[src/rtl/rate_hex_counter_pkg.sv]
// ---------------------------------------------------------------------------
// rate_hex_counter_pkg
//   Shared definitions for the rate-controlled hex counter:
//     - speed_e     : encoding of the 2-bit Speed select
//     - period()    : cycles between ticks for a given speed and clock rate
//     - rd_width()  : width of the rate-divider down-counter
// ---------------------------------------------------------------------------
package rate_hex_counter_pkg;

  // Speed select encoding. The values are fixed by the board-level
  // switch wiring, so they are pinned explicitly.
  typedef enum logic [1:0] {
    SPD_FAST    = 2'b00,  // advance every enabled cycle
    SPD_1HZ     = 2'b01,  // once per second
    SPD_HALF    = 2'b10,  // once every two seconds
    SPD_QUARTER = 2'b11   // once every four seconds
  } speed_e;

  // Number of clock cycles between successive ticks.
  function automatic int unsigned period(input speed_e spd,
                                         input int unsigned clock_freq);
    int unsigned p;
    p = 1;
    case (spd)
      SPD_FAST:    p = 1;
      SPD_1HZ:     p = clock_freq;
      SPD_HALF:    p = 2 * clock_freq;
      SPD_QUARTER: p = 4 * clock_freq;
      default:     p = 1;
    endcase
    return p;
  endfunction

  // The divider must hold the longest reload value, 4*CLOCK_FREQ-1.
  // Clamped to at least one bit so a degenerate CLOCK_FREQ still elaborates.
  function automatic int unsigned rd_width(input int unsigned clock_freq);
    int unsigned w;
    w = $clog2(4 * clock_freq);
    return (w < 1) ? 1 : w;
  endfunction

endpackage

[src/rtl/rate_divider.sv]
// ---------------------------------------------------------------------------
// rate_divider
//   Programmable down-counter that produces a one-cycle tick every
//   period(Speed) enabled cycles. Any reload (reset, load, or a change of the
//   speed select) restarts the period so the first tick after it comes a
//   full period later.
//
//   Ports
//     clk     : rising-edge clock
//     reset   : synchronous, active-high
//     enable  : run the divider; low freezes the remaining count
//     speed   : rate select (speed_e encoding)
//     load    : parallel load of the counter above; restarts the period
//     tick    : high in each cycle whose rising edge should advance the count
//
//   Parameters
//     CLOCK_FREQ : clock cycles per second
// ---------------------------------------------------------------------------
module rate_divider
  import rate_hex_counter_pkg::*;
#(
  parameter int unsigned CLOCK_FREQ = 50_000_000
) (
  input  logic       clk,
  input  logic       reset,
  input  logic       enable,
  input  logic [1:0] speed,
  input  logic       load,
  output logic       tick
);

  localparam int unsigned RD_W = rd_width(CLOCK_FREQ);

  logic [RD_W-1:0] rd;            // cycles remaining before the next tick
  logic [1:0]      speed_q;       // speed select seen on the previous edge
  logic            speed_changed;
  logic [RD_W-1:0] reload_val;    // period(speed) - 1 for the live select

  assign speed_changed = (speed != speed_q);
  assign reload_val    = RD_W'(period(speed_e'(speed), CLOCK_FREQ) - 1);

  // Tick is decoded combinationally so it lines up with the edge that
  // advances the counter. Every higher-priority event masks it.
  assign tick = enable & ~reset & ~load & ~speed_changed & (rd == '0);

  // Priority: reset > load > speed change > normal countdown.
  // A speed change restarts the period even while disabled, so the new rate
  // always takes effect from a clean boundary.
  // NOTE: sequential state uses non-blocking assignments so every register
  // samples the pre-edge values, independent of statement order.
  always_ff @(posedge clk) begin
    speed_q <= speed;
    if (reset) begin
      rd <= reload_val;
    end else if (load) begin
      rd <= reload_val;
    end else if (speed_changed) begin
      rd <= reload_val;
    end else if (enable) begin
      if (rd == '0) begin
        rd <= reload_val;
      end else begin
        rd <= rd - 1'b1;
      end
    end
  end

endmodule

[src/rtl/rate_hex_counter.sv]
// ---------------------------------------------------------------------------
// rate_hex_counter
//   Single hex digit that counts up or down at a selectable rate, with a
//   synchronous parallel load. Q feeds the 7-segment decoder at board top.
//
//   Ports
//     Clock   : rising-edge system clock
//     Reset   : synchronous, active-high; Q -> 0, divider restarts
//     Enable  : high lets the rate divider run; low freezes divider and Q
//     Speed   : rate select (00 every cycle, 01 1 Hz, 10 0.5 Hz, 11 0.25 Hz)
//     Load    : load D into Q on the next edge, regardless of Enable
//     D       : load value
//     Up      : 1 counts up, 0 counts down (both wrap modulo 16)
//     Q       : current hex digit
//     Tick    : high in exactly the cycles whose rising edge advances Q
//
//   Parameters
//     CLOCK_FREQ : clock cycles per second
// ---------------------------------------------------------------------------
module rate_hex_counter
  import rate_hex_counter_pkg::*;
#(
  parameter int unsigned CLOCK_FREQ = 50_000_000
) (
  input  logic       Clock,
  input  logic       Reset,
  input  logic       Enable,
  input  logic [1:0] Speed,
  input  logic       Load,
  input  logic [3:0] D,
  input  logic       Up,
  output logic [3:0] Q,
  output logic       Tick
);

  logic [3:0] q_next;

  rate_divider #(
    .CLOCK_FREQ(CLOCK_FREQ)
  ) u_rate_divider (
    .clk    (Clock),
    .reset  (Reset),
    .enable (Enable),
    .speed  (Speed),
    .load   (Load),
    .tick   (Tick)
  );

  // 4-bit arithmetic wraps naturally: F+1 -> 0 and 0-1 -> F.
  // NOTE: q_next is assigned on every path through the block, so no latch
  // can be inferred.
  always_comb begin
    q_next = Q;
    if (Tick) begin
      q_next = Up ? (Q + 4'd1) : (Q - 4'd1);
    end
  end

  // Reset beats load, load beats a tick. Tick already carries the Enable
  // gating, so a disabled counter holds without extra logic here.
  always_ff @(posedge Clock) begin
    if (Reset) begin
      Q <= 4'h0;
    end else if (Load) begin
      Q <= D;
    end else begin
      Q <= q_next;
    end
  end

endmodule

[config.mk]
export PLATFORM = sky130hd
export DESIGN_NAME = rate_hex_counter
export DESIGN_NICKNAME = d
export VERILOG_FILES = /design/src/rtl/rate_hex_counter_pkg.sv /design/src/rtl/rate_divider.sv /design/src/rtl/rate_hex_counter.sv
export SDC_FILE = /design/constraint.sdc
export NUM_CORES = 1
export LEC_CHECK = 0
export ABC_AREA = 1
export CAP_MARGIN = 20
export CELL_PAD_IN_SITES_DETAIL_PLACEMENT = 0
export CELL_PAD_IN_SITES_GLOBAL_PLACEMENT = 2
export CORE_MARGIN = 4
export CORE_UTILIZATION = 38
export DETAILED_ROUTE_END_ITERATION = 16
export GPL_TIMING_DRIVEN = 0
export PLACE_DENSITY_LB_ADDON = 0.1
export SYNTH_ARGS = -nofsm -noshare
export SYNTH_HDL_FRONTEND = slang
export SYNTH_SLANG_ARGS = --single-unit
[constraint.sdc]
create_clock -name Clock -period 2.55 [get_ports Clock]
set_input_delay 0.51 -clock Clock [delete_from_list [all_inputs] [get_ports Clock]]
set_output_delay 0.51 -clock Clock [all_outputs]
set_load 0.02 [all_outputs]
### Word-level counts from Yosys, hierarchy flattened

Cells that the tools add are included.

* add/subtract/negate cells: 4
* multiply operators: 0
* div/mod/pow operators: 0
* $lt $le $gt $ge: 0
* eq/ne operators: 4
* shifts and indexed selects: 0
* mux-type cells: 9
* bitwise operators: 7
* reduce and logical (&&, ||, !) cells: 4

Operators by type and width (count)
* $mux W28: 5
* $pmux W28 S4: 1
* $sub A28 B1 Y28 const B: 2
* $logic_not A28 Y1: 1
* $mux W4: 3
* $add A4 B1 Y4 const B: 1
* $and A1 B1 Y1: 4
* $eq A2 B2 Y1 const B: 2
* $reduce_bool A4 Y1: 1
* $sub A4 B1 Y4 const B: 1
* $not A1 Y1: 3
* $eq A2 B1 Y1 const B: 1
* $logic_not A2 Y1: 1
* $ne A2 B2 Y1: 1
* $reduce_bool A2 Y1: 1

* bits in registers: 34
* latch bits: 0
* memory bits (writable): 0
* ROM bits: 0
* output and inout bits: 5
* memories kept: 0

### Longest topological paths before layout

Gate-level depths: netlist of the first run.

* depth in word-level cells: 8
* gate-level depth with buffers: 11
* depth with buffers taken out: 10

### Cells and area by module

A second synthesis of the first run with hierarchy kept.

* cells, all modules: 334
* area, all modules: 2474.9 um2

Modules (own cells, without submodules)
* rate_divider: instances 1, cells an instance 289, area an instance 2173.3 um2, seq. area each 880.8 um2
* rate_hex_counter: instances 1, cells an instance 45, area an instance 301.5 um2, seq. area each 80.1 um2

### Worst setup path before layout of the first run

Ideal clock, no wire load.

* path type: in2reg
* from: input port Load
* to: register with a tool-made name
* arrival: 1.443 ns
* data required time: 2.099 ns
* setup slack: 0.655 ns
* cell stages on the path: 4
* cell sequence: inv_1 nand2_1 nor2_2 nand2_1

RTL lines
* start: declaration: RTL line rate_hex_counter.sv:29 `input logic Load,`

### Worst setup path in the final report of the first run

* from: input port Speed[0]
* to: output port Tick

* word-level cells in the longest chain between the ends: 4

RTL lines
* start: declaration: RTL line rate_hex_counter.sv:28 `input logic [1:0] Speed,`
* $ne A2 B2 Y1: RTL line rate_divider.sv:39 `assign speed_changed = (speed != speed_q);`
* $not A1 Y1: RTL line rate_divider.sv:44 `assign tick = enable & ~reset & ~load & ~speed_changed & (rd == '0);`
* $and A1 B1 Y1 (2 in a row): RTL line rate_divider.sv:44
* end: declaration: RTL line rate_hex_counter.sv:33 `output logic Tick`

Every way passes these cells.

==> metrics.csv, run 1 <==
stage;metric;value;unit
power_and_ir_drop;swShare;0.2859;
power_and_ir_drop;pwr-share-comb;0.171;
setup_path;critical_path.endpoint;Tick;
layout;num-nets-final;355;
setup_path;timing.rr.start;u_rate_divider.rd[26];
detailed_routing;drtPass1Iterations;5;
detailed_routing;drt_iter0_drc;89;
clock_network;cts.htree.levels;2;
setup_path;reg2reg_slack;0.69;ns
timing;finalHoldViolations;0;
yosys;syn_inst;311;
grt;grt_max_degree;16;
detailed_routing;routed_wl;5.364;mm
die;fp.dieH;87.37;um
timing;maxSlewViolCount;0;
min_path;hold_depth;2;
clock_network;post_cts_buffers;0;
yosys;ys_types;27;
die;core_area;6026;sq um
setup_path;r2r_end;u_rate_divider.rd[23];
yosys;ys_seq_area_frac;0.4015;
layout;area_growth;14.95;%
power_and_ir_drop;vdd_ir_drop_max;0.0002143;V
run;cap_violations;0;
clock_network;postCtsHoldBufs;0;
power_and_ir_drop;p_leak;1.130;nW
yosys;ys_ff_latch;34;
timing;clock_skew;0.007164;ns
clock_network;cts_buffer_depth;2;
detailed_routing;drtAntennaViolNets;0;
timing;post-route-min-period;2.402;ns
die;die-width;87.37;um
timing;whs;0.5118;ns
detailed_routing;drcViolationCount;0;
clock_network;clk_latency;0.29;ns
grt;grt_overflow;0;
detailed_routing;vias_per_cell;4.615;
layout;final_common_cell;nand2_1;
placed_design;post-place-ws;-0.4290;ns
setup_path;cp_data_required_time;2.04;ns
layout;ff_latch_area;960.9;sq um
setup_path;start_kind;input pin;
layout;fillers;637;
power_and_ir_drop;clkPwrFrac;0.297;
yosys;netlist_area;2394;sq um
layout;multi_input_area;1275;sq um
die;io_pins;16;
layout;mostFrequentLayoutCells;nand2_1, nor2_1, inv_1, edfxtp_1, nand3_1;
grt;antenna_found_initial;0;
detailed_routing;vias;1892;
setup_path;setup.worst_path.class;in2out;
timing;setup_slack;0.1475;ns
yosys;syn_nets;332;
timing;period_share;0.9421;
timing;slew_headroom;0.7044;
clock_network;numCtsBuffers;5;
status;outcome;complete, no violations;
grt;grt_pass1_wl;9.087;mm
min_path;min_path_type;reg2reg;
power_and_ir_drop;pwr-share-seq;0.533;
die;start_util;0.3972;
power_and_ir_drop;p_sw;0.0003737;W
die;dieArea;7633;sq um
timing;setup_violations;0;
placed_design;gp_congestion;0.7605;
grt;grt_pass1_vias;1849;
power_and_ir_drop;p_int;0.0009335;W
placed_design;portBuffers;15;
clock_network;cts_tree;yes;
placed_design;hpwl;4.198;mm
yosys;avgSynthCellArea;7.696;sq um
setup_path;critPathArrivalTime;1.89;ns
layout;antenna_cells;0;
clock_network;cts_root_buf;clkbuf_8;
die;row_count;28;
setup_path;crit_fanout;5;
setup_path;crit_start;Speed[0];
timing;worstMarginPinSlew;0.4418;ns
yosys;ys_warn_count;0;
layout;drive_gt1_frac;0.1403;
setup_path;critPathCaptureType;output pin;
clock_network;clock-sinks;34;
clock_network;path_clk_slew;0.07;ns
setup_path;worst_r2r_path_depth;8;
power_and_ir_drop;power_density;475.1;nW/um^2
timing;max_freq;0.4162;GHz
detailed_routing;wl_per_cell;13.08;um
grt;grt_use_total;0.1550;
## synth_stat cells, drive strengths merged
cell    number  area [sq um]
o21ai       12         60.06
ha           9         112.6
nand2       83         331.6
nand3b       1         7.510
a21o         1         7.510
nor2        83         389.1
edfxtp      28         840.8
xnor2        7         61.31
inv         35         131.4
buf          3         33.78
nand3       20         100.1
o21bai       1         7.510
or2          1         6.260
xor2        11         96.34
and2         1         6.260
nor3         2         10.01
a21oi        4         23.77
fa           1         20.02
nand4        2         27.53
dfxtp        6         120.1
## sequential cells by signal (all words and copies together) (netlist names), named ones only
register,flops
u_rate_divider.speed_q,2
Q,4
u_rate_divider.rd,27
## metal layers
layer / vias up / global-route usage / routed length, um
li1: 1026 / - / -
met1: 842 / 0.2130 / 2710
met2: 16 / 0.2438 / 2453
met3: 8 / 0.03311 / 135
met4: 0 / 0.04603 / 64
met5: - / 0 / 0
## worst max-delay path: stages
cell             delay [ns]
clkdlybuf4s50_1        0.57
inv_2                  0.09
nand2_1                0.07
nand4_1                0.14
nor2_2                 0.13
inv_1                  0.06
nor2_2                 0.16
buf_4                  0.17
## power by group through the flow
stage / clock network [W] / registers (W) / logic (W)
after floorplan: 0 / 0.000701 / 0.000154
after global placement: 0 / 0.000708 / 0.000222
after detailed placement: 0 / 0.000709 / 0.000225
after global routing: 0.000432 / 0.000702 / 0.000254
after CTS: 0.000401 / 0.000696 / 0.000226
final: 0.000388 / 0.000696 / 0.000223
## per-stage QoR
step | power [W] | util | TNS [ns] | cell area, sq um | std cells
finish | 0.001307 | 0.4566 | 0 | 2751 | 410
global route | 0.001388 | 0.4566 | -0.009393 | 2751 | 410
CTS | 0.001324 | 0.4554 | 0 | 2744 | 410
detailed placement | 0.0009333 | 0.4423 | -4.497 | 2665 | 402
global placement | 0.0009300 | 0.4377 | -14.12 | 2638 | 401
floorplan | 0.0008556 | - | 0 | 2394 | 311
## area by class of cell
| cell class | instances | area share |
|---|---|---|
| buffer | 3 | 0.01228 |
| sequential | 34 | 0.3492 |
| inverter | 35 | 0.04775 |
| multi-input combinational | 239 | 0.4634 |
| timing repair buffer | 16 | 0.06367 |
| clock buffer | 6 | 0.02638 |
| clock inverter | 2 | 0.003183 |
| tap | 75 | 0.03411 |
## cell families (layout without fill, tap and decap cells)
| family | after synthesis | after routing | synth area share |
|---|---|---|---|
| xor+xnor | 18 | 18 | 0.06586 |
| compound gates | 18 | 18 | 0.04130 |
| buf+inv | 38 | 62 | 0.06900 |
| simple gates | 193 | 193 | 0.3670 |
| fa+ha+maj | 10 | 10 | 0.05541 |
| flops | 34 | 34 | 0.4015 |
## worst min path at each step
stage | startpoint | to | slack, ns
6_report | Q[3] | Q[3] | 0.51
4_1_cts | Q[3] | Q[3] | 0.52
2_1_floorplan | Speed[0] | u_rate_divider.speed_q[0] | 0.54
3_3_place_gp | Q[2] | Q[2] | 0.50
5_1_grt | Q[3] | Q[3] | 0.55
3_5_place_dp | Q[3] | Q[3] | 0.50
## what timing repair did
item,4_1_cts,5_1_grt
endpoints found under the setup margin,1,15
gates resized for setup,5,5
pin swaps,0,0
Power figures use the tool's default switching activity.
==> run 2, diff against run 1 <==
--- a/config.mk
+++ b/config.mk
@@ -13,6 +13,7 @@
 export CORE_UTILIZATION = 38
 export DETAILED_ROUTE_END_ITERATION = 16
 export GPL_TIMING_DRIVEN = 0
+export MAX_ROUTING_LAYER = met4
 export PLACE_DENSITY_LB_ADDON = 0.1
 export SYNTH_ARGS = -nofsm -noshare
 export SYNTH_HDL_FRONTEND = slang
==> run 2 against run 1 <==
Total power barely moved. Non-clock buffer count did not move. Final cell count did not move. Wire length did not move. Sequential power barely moved. Global-route usage rose by 0.45 points. Largest cell class unchanged.
==> metrics.csv, run 2 (synthesized netlist as in run 1, its figures left out) <==
stage;metric;value;unit;change
power_and_ir_drop;power_density;475.1;nW/um^2;about the same
setup_path;critPathCaptureType;output pin;;
setup_path;setup.worst_path.class;in2out;;
power_and_ir_drop;pwr-share-comb;0.171;;about the same
detailed_routing;vias;1892;;unchanged
detailed_routing;drt_iter0_drc;89;;unchanged
die;start_util;0.3972;;unchanged
setup_path;cp_data_required_time;2.04;ns;about the same
detailed_routing;drtAntennaViolNets;0;;unchanged
clock_network;path_clk_slew;0.07;ns;about the same
die;io_pins;16;;unchanged
grt;grt_overflow;0;;unchanged
clock_network;clock-sinks;34;;unchanged
timing;maxSlewViolCount;0;;unchanged
power_and_ir_drop;p_int;0.0009335;W;about the same
clock_network;cts_root_buf;clkbuf_8;;
layout;fillers;637;;unchanged
layout;ff_latch_area;960.9;sq um;unchanged
die;dieArea;7633;sq um;unchanged
power_and_ir_drop;swShare;0.2860;;about the same
power_and_ir_drop;total_power;0.001307;W;about the same
layout;area_growth;14.95;%;unchanged
layout;mostFrequentLayoutCells;nand2_1, nor2_1, inv_1, edfxtp_1, nand3_1;;
placed_design;gp_congestion;0.7705;;+1.3%
setup_path;start_kind;input pin;;
power_and_ir_drop;pwr-share-seq;0.533;;about the same
grt;antenna_found_initial;0;;unchanged
detailed_routing;drtPass1Iterations;5;;unchanged
status;outcome;complete, no violations;;
timing;finalSetupTns;0;ns;unchanged
power_and_ir_drop;p_leak;1.130;nW;unchanged
clock_network;cts_buffer_depth;2;;unchanged
layout;largestRegisters;u_rate_divider.rd x27, Q x4, u_rate_divider.speed_q x2;;
power_and_ir_drop;vdd_ir_drop_max;0.0002143;V;about the same
timing;max_freq;0.4163;GHz;about the same
detailed_routing;routed_wl;5.364;mm;unchanged
timing;slew_headroom;0.7044;;about the same
placed_design;portBuffers;15;;unchanged
timing;finalHoldViolations;0;;unchanged
timing;period_share;0.9420;;about the same
clock_network;cts.htree.levels;2;;unchanged
detailed_routing;wl_per_cell;13.08;um;unchanged
setup_path;critPathArrivalTime;1.89;ns;about the same
layout;drive_gt1_frac;0.1403;;unchanged
timing;setup_violations;0;;unchanged
clock_network;post_cts_buffers;0;;unchanged
clock_network;numCtsBuffers;5;;unchanged
layout;antenna_cells;0;;unchanged
layout;multi_input_area;1275;sq um;unchanged
grt;grt_pass1_vias;1850;;+0.054%
layout;utilization;0.4566;;unchanged
die;die-width;87.37;um;unchanged
clock_network;clk_latency;0.29;ns;about the same
power_and_ir_drop;p_sw;0.0003738;W;about the same
clock_network;post_cts_resized;5;;unchanged
layout;largest_register;u_rate_divider.rd;;
detailed_routing;drcViolationCount;0;;unchanged
timing;worstMarginPinSlew;0.4418;ns;+0.0000003576 ns
grt;grt_max_degree;16;;unchanged
timing;clock_skew;0.007164;ns;-0.00000003000 ns
detailed_routing;vias_per_cell;4.615;;unchanged
grt;grt_pass1_wl;9.080;mm;about the same
setup_path;crit_fanout;5;;unchanged
timing;post-route-min-period;2.402;ns;-0.0004230 ns
run;cap_violations;0;;unchanged
die;core_area;6026;sq um;unchanged
clock_network;cts_tree;yes;;
clock_network;postCtsHoldBufs;0;;unchanged
power_and_ir_drop;clkPwrFrac;0.297;;about the same
placed_design;hpwl;4.198;mm;unchanged
layout;num-nets-final;355;;unchanged
min_path;min_path_type;reg2reg;;
layout;final_common_cell;nand2_1;;
grt;grt_use_total;0.1595;;+0.004479
die;row_count;28;;unchanged
layout;largest_reg_flops;27;;unchanged
die;fp.dieH;87.37;um;unchanged
run 2: cell type report:
| cell class | instances | share of cell area |
|---|---|---|
| timing repair buffer | 16 | 0.06367 |
| inverter | 35 | 0.04775 |
| sequential | 34 | 0.3492 |
| clock inverter | 2 | 0.003183 |
| multi-input combinational | 239 | 0.4634 |
| tap | 75 | 0.03411 |
| clock buffer | 6 | 0.02638 |
| buffer | 3 | 0.01228 |
run 2: per-stage QoR:
stage / hold WS (ns) / std cells / setup slack (ns) / instance area [sq um]
after floorplan: 0.5377 / 311 / 0.6554 / 2394
after global placement: 0.5032 / 401 / -0.4896 / 2638
after detailed placement: 0.5049 / 402 / -0.4290 / 2665
after CTS: 0.5170 / 410 / 0.06209 / 2744
after global routing: 0.5465 / 410 / -0.009393 / 2751
final: 0.5119 / 410 / 0.1480 / 2751
run 2: power groups by stage:
stage	clock, W	combinational, W	sequential (W)
6_report	0.000388	0.000223	0.000696
2_1_floorplan	0	0.000154	0.000701
3_3_place_gp	0	0.000222	0.000708
5_1_grt	0.000432	0.000254	0.000702
3_5_place_dp	0	0.000225	0.000709
4_1_cts	0.000401	0.000226	0.000696
run 2: final timing paths:
path | from | end | slack (ns) | depth (start not counted)
worst min register to register | Q[3] | Q[3] | 0.51 | 2
worst min-delay path | Q[3] | Q[3] | 0.51 | 2
worst max register to register | u_rate_divider.rd[26] | u_rate_divider.rd[23] | 0.69 | 8
worst max-delay path | Speed[0] | Tick | 0.15 | 8
run 2: worst max-delay path, cell delays in order:
cell	delay, ns
clkdlybuf4s50_1	0.57
inv_2	0.09
nand2_1	0.07
nand4_1	0.14
nor2_2	0.13
inv_1	0.06
nor2_2	0.16
buf_4	0.17
run 2: metal layers:
metal / vias to the layer above / GRT usage / wire length (um)
met5: - / - / 0
met4: 0 / 0.04603 / 63
met3: 8 / 0.03122 / 123
met2: 16 / 0.2438 / 2453
met1: 842 / 0.2141 / 2722
li1: 1026 / - / -
